<file path="src/rtl/mem_bus_bridge.sv">
// rtl/mem_bus_bridge.sv - single-port memory access to request/acknowledge bus bridge
// One bus transaction per datapath access; misalignment and timeouts end in mem_err.
module mem_bus_bridge #(
  parameter int TIMEOUT = 16
) (
  input  logic        i_clk,
  input  logic        i_rst_n,
  input  logic        i_mem_req,
  input  logic        i_mem_w,
  input  logic [31:0] i_adr,
  input  logic [31:0] i_write_data,
  output logic [31:0] o_read_data,
  output logic        o_mem_stall,
  output logic        o_mem_done,
  output logic        o_mem_err,
  output logic        o_bus_req,
  output logic        o_bus_we,
  output logic [31:0] o_bus_addr,
  output logic [31:0] o_bus_wdata,
  input  logic        i_bus_ack,
  input  logic [31:0] i_bus_rdata,
  input  logic        i_bus_err
);

  localparam int CW = (TIMEOUT < 1) ? 1 : $clog2(TIMEOUT + 1);
  localparam logic [CW-1:0] C_LAST = CW'((TIMEOUT > 0) ? (TIMEOUT - 1) : 0);
  localparam bit TO_EN = (TIMEOUT != 0);

  typedef enum logic [1:0] {
    S_IDLE = 2'd0,
    S_REQ  = 2'd1,
    S_DONE = 2'd2
  } state_t;

  state_t        r_state;
  logic [CW-1:0] r_cnt;
  logic [31:0]   r_read_data;
  logic          r_done;
  logic          r_mem_err;
  logic          r_bus_req;
  logic          r_bus_we;
  logic [31:0]   r_bus_addr;
  logic [31:0]   r_bus_wdata;
  logic          w_aligned;

  assign w_aligned = (i_adr[1:0] == 2'b00);

  always_ff @(posedge i_clk or negedge i_rst_n) begin
    if (!i_rst_n) begin
      r_state     <= S_IDLE;
      r_cnt       <= '0;
      r_read_data <= '0;
      r_done      <= 1'b0;
      r_mem_err   <= 1'b0;
      r_bus_req   <= 1'b0;
      r_bus_we    <= 1'b0;
      r_bus_addr  <= '0;
      r_bus_wdata <= '0;
    end else begin
      case (r_state)
        S_IDLE: begin
          r_done    <= 1'b0;
          r_mem_err <= 1'b0;
          if (i_mem_req) begin
            if (w_aligned) begin
              r_bus_addr  <= {i_adr[31:2], 2'b00};
              r_bus_we    <= i_mem_w;
              r_bus_wdata <= i_write_data;
              r_cnt       <= '0;
              r_bus_req   <= 1'b1;
              r_state     <= S_REQ;
            end else begin
              r_done    <= 1'b1;
              r_mem_err <= 1'b1;
              r_state   <= S_DONE;
            end
          end
        end
        S_REQ: begin
          // Ack wins over a timeout expiring in the same cycle.
          if (i_bus_ack) begin
            if (!r_bus_we && !i_bus_err) begin
              r_read_data <= i_bus_rdata;
            end
            r_mem_err <= i_bus_err;
            r_done    <= 1'b1;
            r_bus_req <= 1'b0;
            r_state   <= S_DONE;
          end else if (TO_EN && (r_cnt == C_LAST)) begin
            r_mem_err <= 1'b1;
            r_done    <= 1'b1;
            r_bus_req <= 1'b0;
            r_state   <= S_DONE;
          end else if (r_cnt != '1) begin
            r_cnt <= r_cnt + 1'b1;
          end
        end
        S_DONE: begin
          r_done    <= 1'b0;
          r_mem_err <= 1'b0;
          r_state   <= S_IDLE;
        end
        default: begin
          r_done    <= 1'b0;
          r_mem_err <= 1'b0;
          r_bus_req <= 1'b0;
          r_state   <= S_IDLE;
        end
      endcase
    end
  end

  // Stall depends only on state and mem_req, never on bus_ack.
  assign o_mem_stall = (r_state == S_REQ) | ((r_state == S_IDLE) & i_mem_req);
  assign o_read_data = r_read_data;
  assign o_mem_done  = r_done;
  assign o_mem_err   = r_mem_err;
  assign o_bus_req   = r_bus_req;
  assign o_bus_we    = r_bus_we;
  assign o_bus_addr  = r_bus_addr;
  assign o_bus_wdata = r_bus_wdata;

endmodule

</file>
<file path="config.mk">
export PLATFORM = sky130hd
export DESIGN_NAME = mem_bus_bridge
export DESIGN_NICKNAME = d
export VERILOG_FILES = /design/src/rtl/mem_bus_bridge.sv
export SDC_FILE = /design/constraint.sdc
export NUM_CORES = 1
export LEC_CHECK = 0
export CAP_MARGIN = 30
export CORE_AREA = 2 2 120 122
export CTS_CLUSTER_DIAMETER = 60
export DETAILED_ROUTE_END_ITERATION = 16
export DIE_AREA = 0 0 122 124
export SYNTH_ARGS = -nofsm -noshare
export SYNTH_HDL_FRONTEND = slang
export SYNTH_SLANG_ARGS = --single-unit
</file>
<file path="constraint.sdc">
create_clock -name i_clk -period 2.2 [get_ports i_clk]
set_input_delay 0.44 -clock i_clk [delete_from_list [all_inputs] [get_ports i_clk]]
set_output_delay 0.44 -clock i_clk [all_outputs]
set_load 0.05 [all_outputs]
</file>
==> out/results.ini <==
[status]
status=completed

[synth]
synth_top_area_share_pct=64.3
syn_area_um2=4090
synth.distinct_cells=29
yosys_warnings=0
synth_compound_area_share_pct=2.78
yosysMostFrequentCell=dfrtp_1
synth_xor_area_share_pct=0
syn_inst=254
synthAdderAreaFrac_pct=0.918
yosysTopAreaCell=dfrtp_1
ys_ff_latch=105
synth_top_family_by_area=multiplexers
synth-simple-area-share_pct=3.76
synthMuxAreaShare_pct=26.2
ys_seq_area_share_pct=64.3
synth_area_leaders=dfrtp_1, mux2_2, mux2_1
synth_ff_type=dfrtp_1
synth_commonest_cells=dfrtp_1, mux2_2, mux2_1
synth-edff-count=0
syn_avg_cell_area_um2=16.1
synthArstFlopShare_pct=100

[placed_design]
hpwl_um=7050
place_ws_ns=0.0626
numPortBuffers=200
gp_congestion=0.730

[worst_setup_path]
cpMostUsedCell=ha_1
setup.worst_path.start=r_cnt[0]$_DFFE_PN0P_
crit_path_max_incr_delay_ns=0.54
timing.rr.start=r_cnt[0]$_DFFE_PN0P_
endpoint_kind=flop
startpoint_type=flop
critPathSlowestCell=or4b_4
path_buf_inv=0
path_max_fanout=4
worstPathArrival_ns=2.36
crit_required_ns=2.48
cp_top_family=simple AND/OR/NAND/NOR gates
crit_chain=ha_1, and3_1, ha_1, or4b_4, nor4_4, a211o_1
crit_type=flop to flop

[clocking]
clockRootBuffer=clkbuf_16
ctsLongestPathBuffers=2
path_clk_slew_ns=0.07
cts-htree-levels=3
clkLatencyLatePin_ns=0.34
cts_tree=done
holdBufCountCts=0
cts_resized=0
clock-sinks=105
cts_buffers=9
post_cts_buffers=0

[timing]
finalCritPeriodShare_pct=94.5
slew_headroom_pct=61.5
fin_tns_setup_ns=0
setup_viol=0
fmaxAchievable_mhz=481
slew_viol_final=0
rsz0062_at_grt=no
clock_skew_ns=0.00678
final_hold_viol_count=0
tightest_slew_ns=0.577
fin_crit_ns=2.08
fin_ws_ns=0.121

[die]
pin_count=203
coreArea_um2=13700
die_w_um=122
floorplan.initialDensity_pct=29.8
dieArea_um2=15100
die_height_um=124
rows=43

[grt]
grt.total_usage_pct=12.5
grt_pass1_vias=3046
grt_pass1_wl_um=14800
grt_max_degree=106
grt_overflow=0
antenna_found_initial=0

[final_layout]
post-route-util_pct=48.6
drive_above_1_share_pct=24.3
diodes=0
nets=566
num-fill-cells=1225
synthToLayoutAreaGrowth_pct=63.2

[drt]
wire_per_inst_um=15.2
drt-initial-drc-count=85
vias_per_cell=4.41
wirelength_um=9820
vias=2842
route.detailed.drc=0
first_pass_iters=4
antenna_left=0

[pwr]
power_density_nw_per_um2=1330
design_power_total_uw=8860
peakVddDrop_mv=0.571
p_leak_uw=0.00283

[min_path]
hp-class=input port to async pin

[flow_run]
drv_cap=0

-- worst register-to-register path, cell delays in order, from the launching register on --
cell     delay, ns
dfrtp_1       0.41
ha_1          0.24
and3_1        0.21
ha_1          0.25
or4b_4        0.55
nor4_4        0.23
a211o_1       0.14
-- per-layer routing --
layer  vias to the layer above  routed length [um]  track usage, %
met5                         -                   0               0
met4                         0                 157            5.89
met3                        11                1070            5.54
met2                       126                4590            19.6
met1                      1396                4000            14.9
li1                       1309                   -               -
-- cells in the final DEF (no fill, tap or decap) --
cell,instances
a21o_1,3
nor4_4,2
nor3b_2,1
bufinv_16,1
o21ba_2,1
a31oi_1,2
clkinvlp_4,1
clkbuf_1,2
clkbuf_16,9
nand2b_1,2
nor3_1,3
a32o_1,1
buf_12,5
nor3b_1,1
inv_1,4
nor2_1,4
buf_4,3
mux2_2,83
clkbuf_8,2
a22o_1,1
or2_2,1
a2111oi_2,1
dfrtp_1,105
clkdlybuf4s50_1,198
nand2_2,1
o21ai_0,2
a211o_1,2
mux2_1,12
ha_1,3
and3_1,2
conb_1,2
nor4b_4,1
or4b_4,1
a22oi_1,1
nand2_1,2
-- metrics by stage --
step / std cells / cell area [um2] / hold WS [ns]
final: 645 / 6670 / 0.135
after global placement: 630 / 6360 / 0.467
after CTS: 645 / 6660 / 0.188
after detailed placement: 630 / 6360 / 0.474
after global routing: 645 / 6670 / 0.166
after floorplan: 255 / 4090 / 0.144
-- flip-flops by register name, summed over array words and instances, names as in the netlist --
name	flops
o_read_data	32
o_mem_done	1
o_bus_we	1
r_cnt	5
o_bus_wdata	32
o_mem_err	1
o_bus_req	1
o_bus_addr	30
r_state	2
-- cell families (layout without fill, tap and decap cells) --
group                      after synthesis  count (layout)
adders and majority gates                3               3
buffers and inverters                   15             225
and+or+nand+nor                         21              21
muxes                                   95              95
DFF                                    105             105
other                                    1               2
AOI/OAI and AO/OA                       14              14
-- cell type report --
type | instances | area (um2) | area share [%]
Clock buffer | 13 | 260 | 3.90
Tap cell | 180 | 225 | 3.37
Inverter | 4 | 15.0 | 0.225
Sequential cell | 105 | 2630 | 39.4
Timing Repair Buffer | 206 | 2100 | 31.5
Multi-Input combinational cell | 135 | 1400 | 21.0
Clock inverter | 2 | 37.5 | 0.562
-- worst paths after layout --
check,end,slack (ns),cells after the start
max,r_cnt[2]$_DFFE_PN0P_,0.12,6
min,o_bus_addr[10]$_DFFE_PN0P_,0.14,2
max reg2reg,r_cnt[2]$_DFFE_PN0P_,0.12,6
min reg2reg,o_read_data[6]$_DFFE_PN0P_,0.48,1
max in group asynchronous,o_bus_wdata[21]$_DFFE_PN0P_,1.61,2
min in group i_clk,o_read_data[6]$_DFFE_PN0P_,0.48,1
-- power by group --
| group | internal [uW] | switching, uW |
|---|---|---|
| Clock | 940 | 675 |
| Combinational | 1620 | 2760 |
| Sequential | 2550 | 319 |
| Total | 5110 | 3750 |
Power figures use the tool's default switching activity.
